File: src/rtl/alu_sequencer.sv
// Multi-cycle control sequencer for a small RV32I subset.
// Walks FETCH -> DECODE -> EXECUTE -> (MEMORY) -> (WRITEBACK | BRANCH) and
// decodes the ALU, memory and register-enable controls from state and instr.
module alu_sequencer (
  input  logic        clk,
  input  logic        rst_n,
  input  logic [31:0] instr,
  input  logic        mem_ack,
  input  logic        alu_msb,
  output logic [2:0]  alu_sel,
  output logic        alu_src_a,
  output logic [1:0]  alu_src_b,
  output logic [2:0]  imm_sel,
  output logic        mem_req,
  output logic        mem_we,
  output logic        mem_addr_sel,
  output logic        ir_we,
  output logic        mdr_we,
  output logic        pc_we,
  output logic        reg_we,
  output logic [1:0]  wb_sel,
  output logic        illegal,
  output logic [2:0]  state
);

  typedef enum logic [2:0] {
    S_FETCH     = 3'd0,
    S_DECODE    = 3'd1,
    S_EXECUTE   = 3'd2,
    S_MEMORY    = 3'd3,
    S_WRITEBACK = 3'd4,
    S_BRANCH    = 3'd5,
    S_ILLEGAL   = 3'd6,
    S_SPARE     = 3'd7
  } state_t;

  localparam logic [6:0] OP_R      = 7'b0110011;
  localparam logic [6:0] OP_I      = 7'b0010011;
  localparam logic [6:0] OP_LOAD   = 7'b0000011;
  localparam logic [6:0] OP_STORE  = 7'b0100011;
  localparam logic [6:0] OP_BRANCH = 7'b1100011;
  localparam logic [6:0] OP_JAL    = 7'b1101111;
  localparam logic [6:0] OP_JALR   = 7'b1100111;

  localparam logic [6:0] F7_ZERO = 7'b0000000;
  localparam logic [6:0] F7_ALT  = 7'b0100000;

  localparam logic [2:0] ALU_ADD  = 3'd0;
  localparam logic [2:0] ALU_AND  = 3'd1;
  localparam logic [2:0] ALU_XOR  = 3'd2;
  localparam logic [2:0] ALU_SLL  = 3'd3;
  localparam logic [2:0] ALU_SRA  = 3'd4;
  localparam logic [2:0] ALU_SUB  = 3'd5;
  localparam logic [2:0] ALU_JALR = 3'd6;

  localparam logic [2:0] IMM_I = 3'd0;
  localparam logic [2:0] IMM_S = 3'd1;
  localparam logic [2:0] IMM_B = 3'd2;
  localparam logic [2:0] IMM_J = 3'd3;

  localparam logic [1:0] SRCB_RS2   = 2'd0;
  localparam logic [1:0] SRCB_IMM   = 2'd1;
  localparam logic [1:0] SRCB_FOUR  = 2'd2;

  localparam logic [1:0] WB_ALU  = 2'd0;
  localparam logic [1:0] WB_MEM  = 2'd1;
  localparam logic [1:0] WB_LINK = 2'd2;

  state_t state_q, state_d;
  logic   illegal_q;

  logic [6:0] opcode, funct7;
  logic [2:0] funct3;
  logic       is_alu, is_lw, is_sw, is_blt, is_jal, is_jalr, legal;
  logic [2:0] ex_sel, ex_imm;
  logic       ex_src_a;
  logic [1:0] ex_src_b;

  // Register fields are consumed by the datapath, not by the sequencer.
  logic unused_fields;
  assign unused_fields = ^{instr[24:15], instr[11:7]};

  assign opcode = instr[6:0];
  assign funct3 = instr[14:12];
  assign funct7 = instr[31:25];

  // Instruction classification and the ALU controls used from EXECUTE onward.
  always_comb begin
    is_alu   = 1'b0;
    is_lw    = 1'b0;
    is_sw    = 1'b0;
    is_blt   = 1'b0;
    is_jal   = 1'b0;
    is_jalr  = 1'b0;
    ex_sel   = ALU_ADD;
    ex_src_a = 1'b0;
    ex_src_b = SRCB_RS2;
    ex_imm   = IMM_I;
    case (opcode)
      OP_R: begin
        if (funct7 == F7_ZERO) begin
          case (funct3)
            3'b000:  begin is_alu = 1'b1; ex_sel = ALU_ADD; end
            3'b111:  begin is_alu = 1'b1; ex_sel = ALU_AND; end
            3'b100:  begin is_alu = 1'b1; ex_sel = ALU_XOR; end
            3'b001:  begin is_alu = 1'b1; ex_sel = ALU_SLL; end
            default: ;
          endcase
        end else if (funct7 == F7_ALT) begin
          case (funct3)
            3'b000:  begin is_alu = 1'b1; ex_sel = ALU_SUB; end
            3'b101:  begin is_alu = 1'b1; ex_sel = ALU_SRA; end
            default: ;
          endcase
        end
      end
      OP_I: begin
        ex_src_b = SRCB_IMM;
        case (funct3)
          3'b000:  begin is_alu = 1'b1; ex_sel = ALU_ADD; end
          3'b111:  begin is_alu = 1'b1; ex_sel = ALU_AND; end
          3'b100:  begin is_alu = 1'b1; ex_sel = ALU_XOR; end
          3'b001:  begin is_alu = (funct7 == F7_ZERO); ex_sel = ALU_SLL; end
          3'b101:  begin is_alu = (funct7 == F7_ALT);  ex_sel = ALU_SRA; end
          default: ;
        endcase
      end
      OP_LOAD: begin
        is_lw    = (funct3 == 3'b010);
        ex_src_b = SRCB_IMM;
      end
      OP_STORE: begin
        is_sw    = (funct3 == 3'b010);
        ex_src_b = SRCB_IMM;
        ex_imm   = IMM_S;
      end
      OP_BRANCH: begin
        is_blt = (funct3 == 3'b100);
        ex_sel = ALU_SUB;
      end
      OP_JAL: begin
        is_jal   = 1'b1;
        ex_src_a = 1'b1;
        ex_src_b = SRCB_IMM;
        ex_imm   = IMM_J;
      end
      OP_JALR: begin
        is_jalr  = (funct3 == 3'b000);
        ex_sel   = ALU_JALR;
        ex_src_b = SRCB_IMM;
      end
      default: ;
    endcase
    legal = is_alu | is_lw | is_sw | is_blt | is_jal | is_jalr;
  end

  // State register and sticky illegal flag; reset returns to FETCH from anywhere.
  always_ff @(posedge clk) begin
    if (!rst_n) begin
      state_q   <= S_FETCH;
      illegal_q <= 1'b0;
    end else begin
      state_q <= state_d;
      if (state_d == S_ILLEGAL) illegal_q <= 1'b1;
    end
  end

  // Next-state and control decode; everything is gated off while reset is low.
  always_comb begin
    state_d      = state_q;
    alu_sel      = ALU_ADD;
    alu_src_a    = 1'b0;
    alu_src_b    = SRCB_RS2;
    imm_sel      = IMM_I;
    mem_req      = 1'b0;
    mem_we       = 1'b0;
    mem_addr_sel = 1'b0;
    ir_we        = 1'b0;
    mdr_we       = 1'b0;
    pc_we        = 1'b0;
    reg_we       = 1'b0;
    wb_sel       = WB_ALU;
    illegal      = illegal_q;
    case (state_q)
      S_FETCH: begin
        mem_req   = 1'b1;
        alu_src_a = 1'b1;
        alu_src_b = SRCB_FOUR;
        if (mem_ack) begin
          ir_we   = 1'b1;
          pc_we   = 1'b1;
          state_d = S_DECODE;
        end
      end
      S_DECODE: state_d = legal ? S_EXECUTE : S_ILLEGAL;
      S_EXECUTE: begin
        alu_sel   = ex_sel;
        alu_src_a = ex_src_a;
        alu_src_b = ex_src_b;
        imm_sel   = ex_imm;
        if (is_alu) begin
          state_d = S_WRITEBACK;
        end else if (is_lw || is_sw) begin
          state_d = S_MEMORY;
        end else if (is_blt) begin
          state_d = alu_msb ? S_BRANCH : S_FETCH;
        end else if (is_jal || is_jalr) begin
          pc_we   = 1'b1;
          reg_we  = 1'b1;
          wb_sel  = WB_LINK;
          state_d = S_FETCH;
        end else begin
          state_d = S_ILLEGAL;
        end
      end
      S_MEMORY: begin
        alu_sel      = ex_sel;
        alu_src_a    = ex_src_a;
        alu_src_b    = ex_src_b;
        imm_sel      = ex_imm;
        mem_req      = 1'b1;
        mem_addr_sel = 1'b1;
        mem_we       = is_sw;
        if (mem_ack) begin
          mdr_we  = is_lw;
          state_d = is_lw ? S_WRITEBACK : S_FETCH;
        end
      end
      S_WRITEBACK: begin
        alu_sel   = ex_sel;
        alu_src_a = ex_src_a;
        alu_src_b = ex_src_b;
        imm_sel   = ex_imm;
        reg_we    = 1'b1;
        wb_sel    = is_lw ? WB_MEM : WB_ALU;
        state_d   = S_FETCH;
      end
      S_BRANCH: begin
        alu_src_a = 1'b1;
        alu_src_b = SRCB_IMM;
        imm_sel   = IMM_B;
        pc_we     = 1'b1;
        state_d   = S_FETCH;
      end
      S_ILLEGAL: state_d = S_ILLEGAL;
      default:   state_d = S_FETCH;
    endcase
    if (!rst_n) begin
      alu_sel      = 3'd0;
      alu_src_a    = 1'b0;
      alu_src_b    = 2'd0;
      imm_sel      = 3'd0;
      mem_req      = 1'b0;
      mem_we       = 1'b0;
      mem_addr_sel = 1'b0;
      ir_we        = 1'b0;
      mdr_we       = 1'b0;
      pc_we        = 1'b0;
      reg_we       = 1'b0;
      wb_sel       = 2'd0;
      illegal      = 1'b0;
    end
  end

  assign state = state_q;

endmodule

File: config.mk
export PLATFORM = sky130hd
export DESIGN_NAME = alu_sequencer
export DESIGN_NICKNAME = d
export VERILOG_FILES = /design/src/rtl/alu_sequencer.sv
export SDC_FILE = /design/constraint.sdc
export NUM_CORES = 1
export LEC_CHECK = 0
export ABC_AREA = 1
export BUFFER_PORTS_ARGS = -buffer_cell sky130_fd_sc_hd__buf_2
export CAP_MARGIN = 20
export CORE_ASPECT_RATIO = 1.4
export CORE_MARGIN = 2
export CORE_UTILIZATION = 35
export DETAILED_ROUTE_END_ITERATION = 10
export MAX_ROUTING_LAYER = met4
export PLACE_DENSITY_LB_ADDON = 0.1
export SLEW_MARGIN = 15
export SYNTH_ARGS = -nofsm -noshare
export SYNTH_HDL_FRONTEND = slang
export SYNTH_SLANG_ARGS = --single-unit
File: constraint.sdc
create_clock -name clk -period 1.3 [get_ports clk]
set_input_delay 0.13 -clock clk [delete_from_list [all_inputs] [get_ports clk]]
set_output_delay 0.13 -clock clk [all_outputs]
set_load 0.02 [all_outputs]
* After elaboration in Yosys (flattened, before gate mapping) *
Index checks and enable logic that the tools add are counted.
Widths: inputs -> output; s select.

storage, ports and cells
  register bits = 4
  bits in latches = 0
  bits in writable memories = 0
  ROM bits = 0
  bits of input ports = 36
  output and inout port bits = 22
  word-level logic and storage cells = 104
  memories = 0

operators by class
  add/subtract/negate cells = 0
  multiply operators = 0
  divide/modulo/power cells = 0
  $lt $le $gt $ge = 0
  equality and inequality tests = 20
  shift operators = 0
  mux-type cells = 65
  bitwise gates (word level) = 5
  reductions and logical operators = 12

operators by type and width
  cell                count
  $mux 3              14
  $mux 1              31
  $pmux 3 s4          2
  $eq 3x3->1 const B  7
  $eq 7x6->1 const B  3
  $eq 7x7->1 const B  3
  $pmux 3 s5          1
  $mux 2              6
  $pmux 2 s3          2
  $pmux 3 s2          2
  $eq 3x2->1 const B  3
  $pmux 2 s2          2
  $eq 7x2->1 const B  1
  $eq 7x5->1 const B  1
  $logic_not 7->1     1
  $eq 3x1->1 const B  2
  $logic_not 3->1     2
  $pmux 1 s2          3
  $pmux 1 s3          2
  $reduce_or 2->1     3
  $reduce_or 3->1     2
  $or 1x1->1          5
  $reduce_or 5->1     1
  $reduce_or 4->1     1
  $logic_or 1x1->1    2

* Logic depth before layout (Yosys ltp) *
Gate-level depths: netlist of the first run.

  depth after elaboration = 14
  mapped depth = 13
  gate-level depth less buffers = 13

* Least setup slack after synthesis of the first run *
Ideal clock, no wire load.

  path kind = reg2out
  start point = reg state_q[2], in the netlist state[2]
  end point = out alu_src_a
  arrival time = 1.728 ns
  data required time = 1.170 ns
  setup slack = -0.558 ns
  stages on the path, launching flop included = 8
  buffers on the path = 0
  path through = dfxtp_1 > inv_1 > nor2_1 > a21oi_1 > inv_1 > nand2_1 > o21ai_0 > or2_2

on the way
  word-level cells in the longest chain between the ends = 4
  elaborated cells on any way between the ends = 9
  classes of those cells = 4 x eq/ne; 2 x mux; 3 x reduce/logical

RTL lines
  element                                                              RTL line  RTL
  start, declared                                                      69        state_t state_q, state_d;
  start signal, assigned                                               163       state_q <= state_d;
  $eq 3x2->1, or another cell as far along                             184       case (state_q)
  $reduce_or 3->1 (no source line) or $reduce_or 2->1 (tied branches)  -
  $pmux 1 s2 (*)                                                       184
  $mux 1 (*)                                                           248       if (!rst_n) begin
  end, declared                                                        11        output logic alu_src_a,

Every way passes the cells marked *; elsewhere a longest branch is shown, timed or not.

* Worst setup path in the final report of the first run *
  start point = reg state_q[1], in the netlist state[1]
  end point = out pc_we

on the way
  word-level cells in the longest chain between the ends = 3
  elaborated cells on any way between the ends = 5
  classes of those cells = 2 x eq/ne; 2 x mux; 1 x reduce/logical

RTL lines
  element                                   RTL line  RTL
  $eq 3x3->1, or another cell as far along  184
  $pmux 1 s3 (*)                            184
  $mux 1 (*)                                248
  end, declared                             19        output logic pc_we,

Marked as above.

==> results.tsv, run 1 <==
stage	metric	value	unit
global_route	GRT Residual Overflow	0	
run_status	outcome	complete, but fails checks	
power	Leak Pwr	0.927	nW
clock_tree	clock-pin transition on the worst setup and hold timing paths	0.03	ns
route	antenna viol nets, final	0	
yosys	most frequent cell after synthesis	nand2_1	
setup_path	crit path DAT	1.51	ns
timing	crit share post-route	126	%
final_layout	Finished Core Util	71.6	%
final_layout	Area Growth Syn to Fin	98.4	%
placement	hpwl dp	2390	um
yosys	Synth Instances	177	
yosys	area share of the largest cell type after synthesis	17.6	%
placement	gpl congestion	0.837	
route	first-pass detailed-route iteration total	4	
global_route	met3 usage	2.02	%
yosys	register area share after synthesis	9.38	%
global_route	overall routing resource usage	22.4	%
run	Max Cap Violations	0	
setup_path	crit start category	flip-flop	
setup_path	CP max FO	3	
clock_tree	Clock Tree Buf Depth	2	
route	vias per cell	4.77	
floorplanning	# rows	21	
floorplanning	Die Area	2850	um2
global_route	most used routing layer in global routing	met2	
yosys	syn nets	213	
setup_path	critical path class	reg2out	
yosys	number of synthesized flops with an enable pin	0	
floorplanning	core area	2360	um2
clock_tree	root buf cell	clkbuf_4	
final_layout	n_diodes	0	
floorplanning	Starting Density	36.1	%
route	DRC Markers	0	
route	initial drt markers	23	
final_layout	nets@finish	299	
min_path	Hold Crit Class	in2reg	
route	final wirelength	3070	um
timing	clock skew	0.000204	ns
placement	Setup WS pre-CTS	-0.187	ns
global_route	met1 GRT Util	20.7	%
timing	Tmin final	1.64	ns
clock_tree	H-tree depth	1	
yosys	most instantiated cells after synthesis	nand2_1, inv_1, nor2_1, nand3_1, a21oi_1	
yosys	syn_area_per_cell	4.82	um2
timing	Final setup viols	19	
timing	Slew Viols, Final	0	
yosys	#FFs+latches synth	4	
final_layout	layout cell share with drive strength beyond 1	57.1	%
timing	RSZ-0062 raised after global routing	true	
clock_tree	clock sink count	4	
yosys	Synth async-reset ratio	0	%
clock_tree	clk_lat worst skew	0.23	ns
timing	post-route setup slack	-0.336	ns
timing	fmax	0.611	GHz
route	vias post-DR	1354	
yosys	Area contributors post-synth	nand2_1, inv_1, nor2_1, dfxtp_1, nand3_1	
global_route	largest net degree at the start of global routing	9	
global_route	initial antenna violation count	0	
run_status	failing checks	setup timing	
global_route	vias in the first global route	1290	
power	Peak VDD IR	0.549	mV
clock_tree	Num CTS Buffers	3	
clock_tree	CTS tree	yes	
floorplanning	Die Ht	62.4	um
yosys	top_reg_cell synth	dfxtp_1	
global_route	met2 Use GR	43.8	%
setup_path	Worst EP required	1.17	ns
power	pwr/cell area	575	nW/um2
yosys	largest area contributor in the netlist	nand2_1	
timing	final hold violations	0	
final_layout	Layout fillers	213	
floorplanning	die width	45.7	um
setup_path	Worst setup EP type	output port	
route	wire length per cell	10.8	um
yosys	Netlist cell types	24	
yosys	synth warn	0	
floorplanning	total I/O pin count	58	
yosys	Syn Std Cell Area	853	um2
global_route	first-pass GRT wire length	4840	um
placement	PortBufs	41	
-- final timing paths --
check             slack, ns  cells past startpoint   endpoint  startpoint
hold / removal         0.23                      3  illegal_q       rst_n
setup reg to reg      -0.21                     13  illegal_q    state[1]
hold reg to reg        0.44                      2  illegal_q   illegal_q
setup / recovery      -0.34                      9      pc_we    state[1]
-- cells by family after synthesis --
group                  count (synthesis)  synth area share, %
other                                  1                0.439
buffers and inverters                 43                 19.4
and+or+nand+nor                      112                 59.4
AOI/OAI and AO/OA                     17                 11.4
DFF                                    4                 9.38
-- critical path, cell delays in order, from the launching register on --
cell and delay, ns:
dfxtp_4 0.35, nor2_2 0.13, inv_2 0.07, buf_6 0.12
nor2_4 0.11, inv_4 0.07, nor2_4 0.10, inv_2 0.06
a21oi_2 0.11, buf_4 0.15
-- metal layers --
| layer | routed length [um] | vias to the layer above | share of wire (%) |
|---|---|---|---|
| li1 | - | 717 | - |
| met1 | 1130 | 601 | 37 |
| met2 | 1820 | 34 | 59 |
| met3 | 98 | 2 | 3.2 |
| met4 | 23 | 0 | 0.75 |
| met5 | 0 | - | 0 |
-- registers in the layout, summed over array words and instances (netlist names) --
signal / count
state: 3
illegal_q: 1
-- report_power, final --
group	internal (mW)	switching [mW]	leakage [nW]	total [mW]
combinational	0.296	0.371	0.879	0.666
clock	0.103	0.0462	0.0138	0.149
sequential	0.142	0.0158	0.0348	0.158
total	0.541	0.433	0.927	0.973
-- cells in the final DEF (no fill, tap or decap), types with 2 or more instances in the layout --
cell and instances:
nor3_2 3, buf_2 27, dfxtp_4 3, nor2_4 8
o21ai_2 2, nand3_1 10, inv_4 2, buf_4 45
nand3_2 7, nand2_1 35, buf_6 10, inv_1 26
nand2_2 4, nor2_2 9, o21ai_0 3, inv_2 13
nor3_1 3, a21oi_2 4, nand2_4 3, a21oi_1 4
clkbuf_4 4, nor2_1 23
-- final cells by class --
| type | count | area, um2 | share of cell area (%) |
|---|---|---|---|
| inverter | 41 | 159 | 9.39 |
| tap | 23 | 28.8 | 1.70 |
| clock buffer | 3 | 22.5 | 1.33 |
| sequential | 4 | 91.3 | 5.40 |
| timing repair buffer | 83 | 593 | 35.0 |
| multi-input combinational | 130 | 798 | 47.2 |
-- per-stage QoR --
step	area (um2)	cells	TNS (ns)	total power, mW	hold slack, ns
2_1_floorplan	910	177	-0.268	0.412	0.259
6_report	1690	284	-4.06	0.973	0.233
3_3_place_gp	1370	271	-1.01	0.597	0.430
3_5_place_dp	1370	271	-1.31	0.607	0.441
4_1_cts	1580	281	-3.38	0.912	0.225
5_1_grt	1690	284	-5.30	1.04	0.248
-- repair_timing --
| action | 4_1_cts | 5_1_grt |
|---|---|---|
| endpoints found under the setup margin | 18 | 21 |
| buffers inserted | 9 | 3 |
| resized for setup | 49 | 27 |
| hold endpoints to repair | 0 | 0 |
| hold buffers | 0 | 0 |
| pin swaps | 11 | 8 |
Power figures use the tool's default switching activity.
==> run 2: changes to the inputs <==
--- a/config.mk
+++ b/config.mk
@@ -11,6 +11,7 @@
 export CORE_ASPECT_RATIO = 1.4
 export CORE_MARGIN = 2
 export CORE_UTILIZATION = 35
+export CTS_CLUSTER_SIZE = 16
 export DETAILED_ROUTE_END_ITERATION = 10
 export MAX_ROUTING_LAYER = met4
 export PLACE_DENSITY_LB_ADDON = 0.1
==> constraint.sdc (replaced) <==
create_clock -name clk -period 1.3 [get_ports clk]
set_input_delay 0.195 -clock clk [delete_from_list [all_inputs] [get_ports clk]]
set_output_delay 0.195 -clock clk [all_outputs]
set_load 0.02 [all_outputs]
==> results.tsv, run 2 (synthesis gave the netlist of run 1 again) <==
stage	metric	value	unit	change
floorplanning	total I/O pin count	58		unchanged
route	final wirelength	4740	um	was 3070 um
timing	Tmin final	1.74	ns	was 1.64 ns
timing	RSZ-0062 raised after global routing	true		unchanged
route	wire length per cell	16.4	um	was 10.8 um
floorplanning	Die Ht	62.4	um	unchanged
final_layout	Area Growth Syn to Fin	133	%	was 98.4%
floorplanning	# rows	21		unchanged
global_route	largest net degree at the start of global routing	7		was 9
timing	final hold violations	0		unchanged
placement	area post-placement	1430	um2	was 1370 um2
floorplanning	die width	45.7	um	unchanged
run_status	failing checks	setup timing		unchanged
clock_tree	Clock Tree Buf Depth	2		unchanged
power	Leak Pwr	1.02	nW	was 0.927 nW
global_route	met2 Use GR	54.0	%	was 43.8%
timing	Final setup viols	21		was 19
final_layout	layout cell share with drive strength beyond 1	65.0	%	was 57.1%
run_status	outcome	complete, but fails checks		unchanged
placement	hpwl dp	2520	um	was 2390 um
final_layout	nets@finish	304		was 299
route	antenna viol nets, final	0		unchanged
final_layout	cell area after layout	1980	um2	was 1690 um2
run	Max Cap Violations	0		unchanged
route	DRC Markers	0		unchanged
clock_tree	CTS tree	yes		unchanged
setup_path	crit path DAT	1.55	ns	was 1.51 ns
global_route	overall routing resource usage	27.0	%	was 22.4%
timing	crit share post-route	134	%	was 126%
placement	gpl congestion	0.872		was 0.837
power	pwr/cell area	591	nW/um2	was 575 nW/um2
timing	post-route setup slack	-0.445	ns	was -0.336 ns
global_route	first-pass GRT wire length	5720	um	was 4840 um
route	initial drt markers	70		was 23
setup_path	crit start category	flip-flop		unchanged
setup_path	critical path class	reg2out		unchanged
route	first-pass detailed-route iteration total	6		was 4
min_path	Hold Crit Class	in2reg		unchanged
clock_tree	Num CTS Buffers	3		unchanged
placement	Setup WS pre-CTS	-0.388	ns	was -0.187 ns
global_route	GRT Residual Overflow	0		unchanged
final_layout	Finished Core Util	83.9	%	was 71.6%
clock_tree	clk_lat worst skew	0.25	ns	was 0.23 ns
global_route	met1 GRT Util	23.0	%	was 20.7%
floorplanning	Die Area	2850	um2	unchanged
global_route	most used routing layer in global routing	met2		unchanged
route	vias post-DR	1571		was 1354
timing	worst hold margin	0.337	ns	was 0.233 ns
clock_tree	clock sink count	4		unchanged
timing	fmax	0.573	GHz	was 0.611 GHz
clock_tree	H-tree depth	1		unchanged
final_layout	fin cells	289		was 284
final_layout	n_diodes	0		unchanged
global_route	initial antenna violation count	0		unchanged
timing	Slew Viols, Final	0		unchanged
global_route	met3 usage	1.73	%	was 2.02%
setup_path	Worst setup EP type	output port		unchanged
setup_path	CP max FO	2		was 3
power	power consumption	1.17	mW	was 973 uW
floorplanning	core area	2360	um2	unchanged
clock_tree	clock-pin transition on the worst setup and hold timing paths	0.04	ns	was 0.03 ns
route	vias per cell	5.44		was 4.77
power	Peak VDD IR	0.312	mV	was 0.549 mV
setup_path	Worst EP required	1.11	ns	was 1.17 ns
final_layout	Largest register FFs	3		unchanged
timing	Post-Route Setup TNS	-5.82	ns	was -4.06 ns
global_route	vias in the first global route	1435		was 1290
placement	placed cell count	274		was 271
floorplanning	Starting Density	36.1	%	unchanged
final_layout	most frequent cells in the layout	buf_4, nand2_1, buf_6		was buf_4, nand2_1, buf_2
clock_tree	root buf cell	clkbuf_4		unchanged
placement	PortBufs	41		unchanged
timing	clock skew	0.00118	ns	was 0.000204 ns
final_layout	most common cell after layout, fill and taps aside	buf_4		unchanged
## run 2: cell types whose count changed in the layout (fill, tap and decap cells not counted), moves of 3 or more
cell and delta:
buf_6 +14, nor3_4 +4, buf_2 -7, buf_4 -3, inv_1 -5, nor2_1 -5, nand2_1 -5, nor2_4 +6
nand2_4 +4
## run 2: per-layer routing
layer	share of wire, %	vias up
met5	0	-
met4	6.8	0
met3	3.9	34
met2	59	83
met1	30	729
li1	-	725
## run 2: power by group
| group | leakage (nW) | switching [mW] | total, mW | internal (mW) |
|---|---|---|---|---|
| Clock | 0.0138 | 0.0603 | 0.164 | 0.104 |
| Sequential | 0.0348 | 0.0163 | 0.158 | 0.142 |
| Combinational | 0.970 | 0.474 | 0.851 | 0.376 |
## run 2: what timing repair did
action,in CTS,in global routing
resized for setup,86,46
hold buffers,0,0
setup endpoints to repair,19,21
pin swaps,21,18
setup buffers,8,5
## run 2: worst paths after layout
path              cells past startpoint  slack, ns        end  startpoint
setup / recovery                     10      -0.44  wb_sel[0]    state[1]
hold reg to reg                       2       0.46  illegal_q   illegal_q
hold / removal                        3       0.34  illegal_q       rst_n
setup reg to reg                     11      -0.21  illegal_q    state[0]
## run 2: area by class of cell
class / instances / area, um2
tap: 23 / 28.8
inverter: 41 / 174
timing repair buffer: 88 / 716
sequential: 4 / 91.3
clock buffer: 3 / 22.5
fill: 151 / 380
multi-input combinational: 130 / 952
## run 2: critical path, stage by stage, from the launching register on
cell	delay, ns
dfxtp_4	0.35
nor2_4	0.11
inv_2	0.06
nor2_4	0.09
buf_4	0.12
buf_6	0.07
buf_4	0.09
buf_4	0.10
nand2_4	0.06
nor2_4	0.13
buf_6	0.13
